<file path="src/rtl/frame_scan_ctrl.sv">
// Frame buffer sequencer: writes one camera frame in raster order (FILL), then
// reads every 3x3 window back out under a valid/ready handshake (SCAN).
module frame_scan_ctrl #(
  parameter int WIDTH      = 768,
  parameter int HEIGHT     = 512,
  parameter int COORD_BITS = 11
) (
  input  logic                  CAMERA_CLK,
  input  logic                  HRESETn,
  input  logic                  start,
  input  logic                  abort,
  input  logic                  pixel_valid,
  input  logic                  win_ready,
  output logic [COORD_BITS-1:0] coordinate_X,
  output logic [COORD_BITS-1:0] coordinate_Y,
  output logic                  readWrite,
  output logic                  win_valid,
  output logic [COORD_BITS-1:0] win_x,
  output logic [COORD_BITS-1:0] win_y,
  output logic                  busy,
  output logic                  fill_done,
  output logic                  frame_done
);

  localparam logic [COORD_BITS-1:0] LAST_ROW = COORD_BITS'(HEIGHT - 1);
  localparam logic [COORD_BITS-1:0] LAST_COL = COORD_BITS'(WIDTH - 1);

  typedef enum logic [1:0] {
    IDLE = 2'd0,
    FILL = 2'd1,
    SCAN = 2'd2
  } state_t;

  state_t                  state, state_next;
  logic [COORD_BITS-1:0]   row_cnt, col_cnt, row_next, col_next;
  logic                    issue_done, issue_done_next;
  logic                    win_valid_next;
  logic [COORD_BITS-1:0]   win_x_next, win_y_next;
  logic                    cnt_at_last, win_at_last, stall;

  assign cnt_at_last = (row_cnt == LAST_ROW) && (col_cnt == LAST_COL);
  assign win_at_last = (win_x == LAST_ROW) && (win_y == LAST_COL);
  assign stall       = win_valid & ~win_ready;

  always_ff @(posedge CAMERA_CLK or negedge HRESETn) begin
    if (!HRESETn) begin
      state      <= IDLE;
      row_cnt    <= '0;
      col_cnt    <= '0;
      issue_done <= 1'b0;
      win_valid  <= 1'b0;
      win_x      <= '0;
      win_y      <= '0;
    end else begin
      state      <= state_next;
      row_cnt    <= row_next;
      col_cnt    <= col_next;
      issue_done <= issue_done_next;
      win_valid  <= win_valid_next;
      win_x      <= win_x_next;
      win_y      <= win_y_next;
    end
  end

  always_comb begin
    state_next      = state;
    row_next        = row_cnt;
    col_next        = col_cnt;
    issue_done_next = issue_done;
    win_valid_next  = win_valid;
    win_x_next      = win_x;
    win_y_next      = win_y;
    coordinate_X    = '0;
    coordinate_Y    = '0;
    readWrite       = 1'b0;
    busy            = 1'b0;
    fill_done       = 1'b0;
    frame_done      = 1'b0;

    case (state)
      IDLE: begin
        if (start) state_next = FILL;
      end

      FILL: begin
        busy         = 1'b1;
        readWrite    = 1'b1;
        coordinate_X = row_cnt;
        coordinate_Y = col_cnt;
        if (pixel_valid) begin
          if (cnt_at_last) begin
            fill_done  = 1'b1;
            state_next = SCAN;
            row_next   = '0;
            col_next   = '0;
          end else if (col_cnt == LAST_COL) begin
            col_next = '0;
            row_next = row_cnt + 1'b1;
          end else begin
            col_next = col_cnt + 1'b1;
          end
        end
      end

      SCAN: begin
        busy = 1'b1;
        // While stalled, re-read the presented window so the buffer outputs hold
        if (stall) begin
          coordinate_X = win_x;
          coordinate_Y = win_y;
        end else begin
          coordinate_X = row_cnt;
          coordinate_Y = col_cnt;
        end

        if (win_valid && win_ready && win_at_last) begin
          frame_done      = 1'b1;
          state_next      = IDLE;
          row_next        = '0;
          col_next        = '0;
          issue_done_next = 1'b0;
          win_valid_next  = 1'b0;
          win_x_next      = '0;
          win_y_next      = '0;
        end else if (!stall) begin
          if (!issue_done) begin
            win_valid_next = 1'b1;
            win_x_next     = row_cnt;
            win_y_next     = col_cnt;
            if (cnt_at_last) begin
              issue_done_next = 1'b1;
            end else if (col_cnt == LAST_COL) begin
              col_next = '0;
              row_next = row_cnt + 1'b1;
            end else begin
              col_next = col_cnt + 1'b1;
            end
          end else begin
            win_valid_next = 1'b0;
          end
        end
      end

      default: state_next = IDLE;
    endcase

    // Abort discards the frame: no completion pulse, everything back to idle values
    if (abort) begin
      state_next      = IDLE;
      row_next        = '0;
      col_next        = '0;
      issue_done_next = 1'b0;
      win_valid_next  = 1'b0;
      win_x_next      = '0;
      win_y_next      = '0;
      fill_done       = 1'b0;
      frame_done      = 1'b0;
    end
  end

endmodule
</file>
<file path="config.mk">
export PLATFORM = sky130hd
export DESIGN_NAME = frame_scan_ctrl
export DESIGN_NICKNAME = d
export VERILOG_FILES = /design/src/rtl/frame_scan_ctrl.sv
export SDC_FILE = /design/constraint.sdc
export NUM_CORES = 1
export LEC_CHECK = 0
export ABC_AREA = 1
export CAP_MARGIN = 10
export CELL_PAD_IN_SITES_DETAIL_PLACEMENT = 1
export CELL_PAD_IN_SITES_GLOBAL_PLACEMENT = 2
export CORE_MARGIN = 1
export CORE_UTILIZATION = 27
export CTS_BUF_LIST = sky130_fd_sc_hd__clkbuf_4 sky130_fd_sc_hd__clkbuf_8 sky130_fd_sc_hd__clkbuf_16
export CTS_CLUSTER_DIAMETER = 60
export CTS_CLUSTER_SIZE = 12
export DETAILED_ROUTE_END_ITERATION = 10
export HOLD_SLACK_MARGIN = 0.05
export PLACE_DENSITY = 0.75
export SETUP_SLACK_MARGIN = 0.05
export SLEW_MARGIN = 20
export SYNTH_ARGS = -nofsm -noshare
export SYNTH_HDL_FRONTEND = slang
export SYNTH_SLANG_ARGS = --single-unit
</file>
<file path="constraint.sdc">
create_clock -name CAMERA_CLK -period 1.8 [get_ports CAMERA_CLK]
set_input_delay 0.27 -clock CAMERA_CLK [delete_from_list [all_inputs] [get_ports CAMERA_CLK]]
set_output_delay 0.27 -clock CAMERA_CLK [all_outputs]
set_load 0.01 [all_outputs]
</file>
== Yosys cells after proc, flatten, opt, wreduce, memory -nomap -nowiden ==
Index checks and enable logic that the tools add are counted.

* Register bits after elaboration: 48
* Input bits: 6
* Output and inout bits: 49
* Word-level logic and storage cells: 95

* $add $sub $neg: 2
* Equality and inequality tests: 15
* Mux-type cells: 57
* Bitwise gates (word level): 2
* Reductions and logical operators: 12

{| class="wikitable"
|+ Operators by type and width
! cell !! number
|-
| 11-bit 2-to-1 mux || 28
|-
| 11-bit case mux with 2 select lines || 4
|-
| 11-bit by 1-bit adder with 11-bit output, second input constant || 2
|-
| 11-bit by 10-bit equality test with 1-bit output, second input constant || 2
|-
| 11-bit by 9-bit equality test with 1-bit output, second input constant || 2
|-
| 1-bit 2-to-1 mux || 19
|-
| 3-bit inequality test, second input constant || 4
|-
| 4-bit inequality test, second input constant || 3
|-
| 2-bit 2-to-1 mux || 5
|-
| 3-bit by 2-bit inequality test with 1-bit output, second input constant || 2
|-
| 2-bit case mux with 3 select lines || 1
|-
| 5-bit AND reduction || 1
|-
| 1-bit logical AND || 4
|-
| 4-bit AND reduction || 1
|-
| 3-bit AND reduction || 1
|-
| 3-bit nonzero test || 1
|-
| 2-bit by 1-bit equality test with 1-bit output, second input constant || 1
|-
| 2-bit equality test, second input constant || 1
|-
| 2-bit zero test || 1
|-
| 2-bit AND reduction || 1
|-
| 2-bit nonzero test || 1
|-
| 2-bit OR reduction || 1
|-
| 1-bit bitwise AND || 1
|-
| 1-bit NOT || 1
|}

== Logic depth before layout (Yosys ltp) ==
Gate-level depths: netlist of run 1.

* Depth in word-level cells: 8
* Mapped depth: 13
* Mapped depth without buffers: 12

== Least setup slack after synthesis of run 1 ==
OpenSTA, ideal clock, no wires.

* Path type: reg2out
* Start point: reg state[0]
* End point: out coordinate_X[0]
* Arrival: 1.585 ns
* Required time: 1.530 ns
* Setup slack: -0.055 ns
* Cell stages (with the launch flop): 8
* Cell sequence: dfrtp_1 -> inv_1 -> ha_1 -> inv_2 -> o21ai_0 -> clkbuf_1 -> a22oi_1 -> nor2_1

* Longest elaborated chain between the ends: 2

{| class="wikitable"
|+ Ends and longest elaborated chain
! element !! line !! source
|-
| start, declared || 34 || <nowiki>state_t state, state_next;</nowiki>
|-
| start signal, assigned || 55 || <nowiki>state <= state_next;</nowiki>
|-
| 2-bit equality test / 2-bit by 1-bit equality test with 1-bit output (equally long branches) || 80 || <nowiki>case (state)</nowiki>
|-
| 11-bit case mux with 2 select lines (*) || 80 ||
|-
| end, declared || 14 || <nowiki>output logic [COORD_BITS-1:0] coordinate_X,</nowiki>
|}

Every way passes the cells marked *; elsewhere a longest branch is shown, timed or not.

== Worst setup path after layout of run 1 ==
* Start point: reg state[0]
* End point: out coordinate_X[7]

Same word-level chain as after synthesis.

==> flow_summary_export.csv, run 1 <==
group,metric,value,unit
clock_tree,cts_root_buffer,"clkbuf_16",
clock_tree,numCtsBuffers,5,
job,drv_cap,0,
floorplanning,initial_core_util,0.281,
global_route,track_usage,0.257,
clock_tree,cts_tree,"built",
pwr,power.internal,3670,uW
placement,placed_area,4720,sq um
floorplanning,core_area,11600,sq um
drt,via_per_inst,5.17,
setup_path,crit_arrival,1.90,ns
clock_tree,cts_num_sinks,48,
pwr,pwr-share-seq,0.199,
sta,skew,0.00745,ns
floorplanning,die-area,12500,sq um
sta,rsz0062_at_grt,"true",
pwr,power_frac_comb,0.612,
final_layout,area_growth,88.4,%
sta,tightest_slew,0.468,ns
placement,gp_congestion,0.824,
run_status,violations,"design-rule violations, negative setup slack",
sta,clock.fmax,461,MHz
setup_path,cp-start-kind,"flop",
drt,drt_iter0_markers,168,
setup_path,cp-end-kind,"output port",
clock_tree,path_clk_slew,0.08,ns
global_route,grt_antenna_before_repair,0,
sta,drv_slew,0,
final_layout,layout.nets,678,
pwr,clockPowerShare,0.189,
synthesis,synth_nets,484,
sta,post-route-period-util,1.21,
worst_hold_path,hp-class,"in2async",
pwr,p_leak,0.00290,uW
global_route,grt_pass1_wl,24400,um
synthesis,ys_ff_latch,48,
placement,port_buffers,54,
placement,dp_hpwl,10200,um
pwr,p_sw_frac,0.410,
pwr,power_density,1020,nW/um^2
setup_path,crit_fanout,5,
drt,drtAntennaViolNets,0,
clock_tree,htree_levels,2,
synthesis,synthCells,472,
final_layout,post-route-util,0.529,
drt,drc,6,
final_layout,multiInputGateArea,2500,sq um
sta,worst_slack,-0.369,ns
sta,finalSetupViolCount,69,
run_status,status,"finished, violations left",
floorplanning,die_h,112,um
drt,wl_per_cell,20.9,um
pwr,ir_worst_vdd,0.000487,V
synthesis,ys_seq_area_frac,0.370,
setup_path,setup.worst_path.class,"reg2out",
final_layout,diodes,0,
final_layout,seqCellArea,1200,sq um
sta,slew_headroom,0.688,
global_route,grt_pass1_vias,4328,
final_layout,num-fill-cells,1355,
clock_tree,clk_latency,0.30,ns
synthesis,ys_types,33,
final_layout,final_cell_area,6120,sq um
pwr,p_switching,2550,uW
drt,routed-via-count,4187,
floorplanning,io_pins,55,
drt,drt-total-wl,16900,um
sta,hold_violations,0,
setup_path,cp_data_required_time,1.53,ns
synthesis,synth_area,3250,sq um
floorplanning,row_count,39,
synthesis,synth.avg_cell_area,6.88,sq um
drt,first_pass_iters,7,
sta,period_minus_slack,2.17,ns
synthesis,yosys_warnings,0,
global_route,grt_overflow,0,
floorplanning,die_x,112,um
global_route,grt_max_degree,34,
placement,post-place-ws,-0.618,ns
final_layout,drive_gt1_frac,0.516,
clock_tree,clk_path_buf_depth,2,
## registers in the layout, indices dropped and copies added (netlist names)
name,cells
col_cnt,11
row_cnt,11
win_x,11
win_y,11
state,2
issue_done,1
win_valid,1
## metrics by stage
step	power (uW)	hold WS (ns)	instances	setup TNS, ns
finish	6220	0.454	810	-11.37
detailed placement	3230	0.245	755	-27.29
global placement	3180	0.230	755	-25.06
CTS	5450	0.465	795	-5.60
floorplan	2190	-0.0256	472	0
global route	6440	0.505	810	-15.92
## synthesized netlist by cell type
cell,n,share of area
o21ai_1,10,0.015
a211oi_1,1,0.0023
nor2_4,1,0.0035
a21oi_1,4,0.0062
nand3_2,1,0.0031
nand2_2,2,0.0038
o21ai_0,26,0.040
buf_6,2,0.0069
nand3b_1,2,0.0046
nand2_8,1,0.0062
a21oi_4,1,0.0050
nor3_4,1,0.0050
nor2_1,69,0.080
inv_1,51,0.059
o22ai_1,4,0.0077
nor3_1,5,0.0077
inv_2,6,0.0069
dfrtp_1,48,0.37
nand3_4,1,0.0054
nor4_1,1,0.0019
nand2_1,129,0.15
buf_2,7,0.011
nand2_4,1,0.0035
ha_1,6,0.023
xor2_1,10,0.027
nand4_1,6,0.012
a22oi_1,22,0.051
nand3_1,38,0.059
buf_4,3,0.0069
nor2_2,2,0.0038
xnor2_1,1,0.0027
clkbuf_1,9,0.010
a31oi_1,1,0.0019
## worst paths after layout
path	from	to	slack (ns)	cells past startpoint
setup reg to reg	col_cnt[0]$_DFFE_PN0P_	row_cnt[10]$_DFFE_PN0P_	-0.14	13
hold reg to reg	win_x[8]$_DFFE_PN0P_	win_x[8]$_DFFE_PN0P_	0.56	2
min in group CAMERA_CLK	win_x[8]$_DFFE_PN0P_	win_x[8]$_DFFE_PN0P_	0.56	2
hold / removal	HRESETn	row_cnt[6]$_DFFE_PN0P_	0.45	2
max in group asynchronous	HRESETn	win_y[1]$_DFFE_PN0P_	0.79	3
setup / recovery	state[0]$_DFFE_PN0P_	coordinate_X[7]	-0.37	9
## per-layer routing
metal  routed length (um)  GRT usage  share of wire  up-vias
met1                 7240      0.329           0.43     2164
met4                  370     0.0793          0.022        0
met2                 8810      0.447           0.52       99
met3                  500     0.0348          0.030       19
li1                     -          -              -     1905
met5                    0          0              0        -
## power by group through the flow
stage | logic, uW | registers, uW | clock network, uW
6_report | 3810 | 1240 | 1180
5_1_grt | 3980 | 1240 | 1220
4_1_cts | 3040 | 1230 | 1180
3_5_place_dp | 1990 | 1250 | 0
3_3_place_gp | 1940 | 1240 | 0
2_1_floorplan | 899 | 1290 | 0
## final cells by class
cell class,instances,area share
tap,143,0.0292
multi-input combinational,349,0.408
inverter,57,0.0370
sequential,48,0.196
timing repair buffer,205,0.300
clock buffer,6,0.0227
clock inverter,2,0.00634
## cell usage in the layout (no fill, tap or decap), drive strengths merged
master and n:
dlygate4sd3 1, bufbuf 1, o21ai 36, inv 57
nand2 136, dfrtp 48, clkdlybuf4s15 1, nand4 6
a211oi 1, clkinv 1, ha 6, nor4 1
nor3 6, a31oi 1, nand3 40, a22oi 22
nand3b 2, clkdlybuf4s50 26, a21oi 5, nor2 72
xor2 10, dlygate4sd2 2, bufinv 1, o22ai 4
clkbuf 7, buf 173, xnor2 1
## logic make-up after synthesis
logic type / count (synthesis) / synth area share
XOR/XNOR: 11 / 0.0296
flip-flops: 48 / 0.370
buffers and inverters: 78 / 0.101
AND/OR/NAND/NOR: 260 / 0.347
adder cells (fa/ha/maj): 6 / 0.0231
AO/OA/AOI/OAI: 69 / 0.129
## critical path, stage by stage (launching register included)
cell     delay [ns]
dfrtp_1        0.42
inv_2          0.11
ha_4           0.16
inv_4          0.05
o21ai_4        0.24
buf_6          0.17
buf_6          0.12
a22oi_2        0.05
nor2_1         0.13
buf_2          0.15
## repair_timing
| item | CTS | global route |
|---|---|---|
| setup buffers | 25 | 17 |
| endpoints found under the setup margin | 72 | 73 |
| pin swaps | 14 | 65 |
| hold endpoints to repair | 15 | 0 |
| resized for setup | 176 | 172 |
| gates cloned | 7 | 2 |
| hold buffers | 1 | 0 |
Power figures use the tool's default switching activity.
==> run 2, diff against run 1 <==
- CORE_UTILIZATION: 27 -> 32
- PLACE_DENSITY: 0.75 -> 0.84
- clock period: 1.8 -> 2.8 ns (I/O delays scaled with it)
==> run 2 against run 1 <==
Compared with the run above:
- sequential power decreased by 33%
- design area decreased by 31%
- largest cell class unchanged
- highest routed layer unchanged
- power is 62% lower
- non-clock buffer count fell by 128
- largest power group unchanged
- sequential share of layout area increased by 8.9 points
- the flow now finishes without violations
- die area fell by 15%
==> flow_summary_export.csv, run 2 (same netlist as run 1, synthesis figures left out) <==
group,metric,value,unit
global_route,grt_max_degree,28,
sta,finalSetupViolCount,0,
clock_tree,clk_path_buf_depth,2,
floorplanning,core_area,9820,sq um
placement,post-place-ws,0.0790,ns
pwr,p_leak,0.00210,uW
final_layout,final_cells,670,
floorplanning,initial_core_util,0.331,
run_status,status,"complete, no violations",
clock_tree,cts_root_buffer,"clkbuf_8",
global_route,grt_pass1_wl,17900,um
drt,wl_met2,5620,um
final_layout,drive_gt1_frac,0.106,
setup_path,cp-end-kind,"output port",
setup_path,cp-startpoint,"state[0]$_DFFE_PN0P_",
clock_tree,numCtsBuffers,5,
setup_path,rrSetupSlack,0.62,ns
setup_path,worstReg2RegStart,"col_cnt[1]$_DFFE_PN0P_",
pwr,power.internal,1340,uW
final_layout,post-route-util,0.429,
final_layout,final_cell_mix,"nand2_1 (129), nor2_1 (67), inv_1 (50)",
clock_tree,htree_levels,2,
floorplanning,io_pins,55,
pwr,clockPowerShare,0.225,
sta,skew,0.0207,ns
setup_path,crit_arrival,2.28,ns
setup_path,cp_data_required_time,2.38,ns
placement,dp_hpwl,8730,um
placement,dp.cells,661,
global_route,grt_pass1_vias,3379,
setup_path,rr_endpoint,"row_cnt[2]$_DFFE_PN0P_",
sta,tightest_slew,0.560,ns
final_layout,area_growth,29.7,%
placement,port_buffers,54,
clock_tree,cts_num_sinks,48,
drt,drt_iter0_markers,128,
setup_path,rr_worst_depth,11,
clock_tree,path_clk_slew,0.10,ns
global_route,grt_antenna_before_repair,0,
sta,slew_headroom,0.627,
drt,drc,0,
sta,worst_slack,0.0957,ns
floorplanning,die_x,103,um
pwr,ir_worst_vdd,0.000281,V
final_layout,num-fill-cells,1287,
job,drv_cap,0,
setup_path,setup.worst_path.class,"reg2out",
clock_tree,cts_tree,"built",
pwr,pwr-share-seq,0.350,
floorplanning,die_h,103,um
clock_tree,postCtsSetupRepairBufs,0,
setup_path,cp-start-kind,"flop",
placement,placed_area,4010,sq um
floorplanning,row_count,36,
placement,gp_congestion,0.817,
sta,rsz0062_at_grt,"true",
drt,first_pass_iters,4,
pwr,p_sw_frac,0.432,
drt,drt-total-wl,11600,um
drt,wl_per_cell,17.2,um
sta,post-route-period-util,0.966,
sta,clock.fmax,370,MHz
drt,met3_length,372,um
worst_hold_path,hp-class,"in2async",
final_layout,final_cell_area,4220,sq um
pwr,p_switching,1020,uW
final_layout,diodes,0,
drt,highest_layer,"met4",
setup_path,crit_end,"coordinate_Y[0]",
drt,via_per_inst,5.07,
floorplanning,die-area,10600,sq um
pwr,power_density,561,nW/um^2
clock_tree,hold_buffers,0,
drt,wl_met1,5360,um
final_layout,layout.nets,548,
final_layout,final_common_cell,"nand2_1",
drt,routed-via-count,3400,
drt,drtAntennaViolNets,0,
sta,drv_slew,0,
setup_path,crit_fanout,13,
sta,period_minus_slack,2.70,ns
global_route,grt_overflow,0,
sta,hold_violations,0,
global_route,track_usage,0.225,
pwr,power_frac_comb,0.426,
clock_tree,clk_latency,0.32,ns
sta,fin_setup_tns,0,ns
-- run 2: critical path: stages, from the launching register on --
cell	delay (ns)
dfrtp_1	0.41
inv_1	0.12
ha_2	0.24
inv_4	0.10
o21ai_4	0.19
buf_6	0.19
a22oi_1	0.08
nor2_1	0.09
clkdlybuf4s50_1	0.55
-- run 2: layout make-up --
cell class,count,area [sq um],area share
multi-input cells,346,1750,0.416
flip-flops and latches,48,1200,0.285
repair buffers,77,753,0.179
inverters,57,220,0.0522
well taps,133,166,0.0395
clock buffers,5,68.8,0.0163
clock inverters,3,47.5,0.0113
repair inverters,1,5.00,0.00119
-- run 2: repair_timing --
| item | CTS | global route |
|---|---|---|
| gates resized for setup | 8 | 23 |
| endpoints found under the setup margin | 16 | 21 |
| cloned | 0 | 1 |
-- run 2: power groups by stage --
stage	sequential [uW]	combinational, uW	clock [uW]
3_5_place_dp	841	911	0
2_1_floorplan	829	568	0
3_3_place_gp	840	892	0
4_1_cts	827	930	542
5_1_grt	837	1110	563
6_report	827	1010	532
-- run 2: worst min-delay path by stage --
stage	start	to	slack [ns]	depth (start not counted)
3_5_place_dp	HRESETn	row_cnt[7]$_DFFE_PN0P_	0.45	1
2_1_floorplan	HRESETn	col_cnt[0]$_DFFE_PN0P_	0.12	0
5_1_grt	HRESETn	row_cnt[7]$_DFFE_PN0P_	0.13	1
6_report	HRESETn	row_cnt[7]$_DFFE_PN0P_	0.09	1
3_3_place_gp	HRESETn	row_cnt[7]$_DFFE_PN0P_	0.45	1
4_1_cts	HRESETn	row_cnt[7]$_DFFE_PN0P_	0.11	1
-- run 2: per-layer routing --
metal | GRT usage | up-vias
li1 | - | 1644
met1 | 0.305 | 1670
met2 | 0.377 | 70
met3 | 0.0264 | 16
met4 | 0.0683 | 0
met5 | 0 | -
-- run 2: stage by stage --
step	total power (uW)	hold slack, ns
after floorplan	1400	0.124
after global placement	1730	0.449
after detailed placement	1750	0.446
after CTS	2300	0.112
after global routing	2510	0.132
final	2360	0.0877
==> run 3, diff against run 2 <==
- SLEW_MARGIN: 20 -> 10
==> results of run 3 <==
Final layout, timing and power as in run 2 (identical DEF).
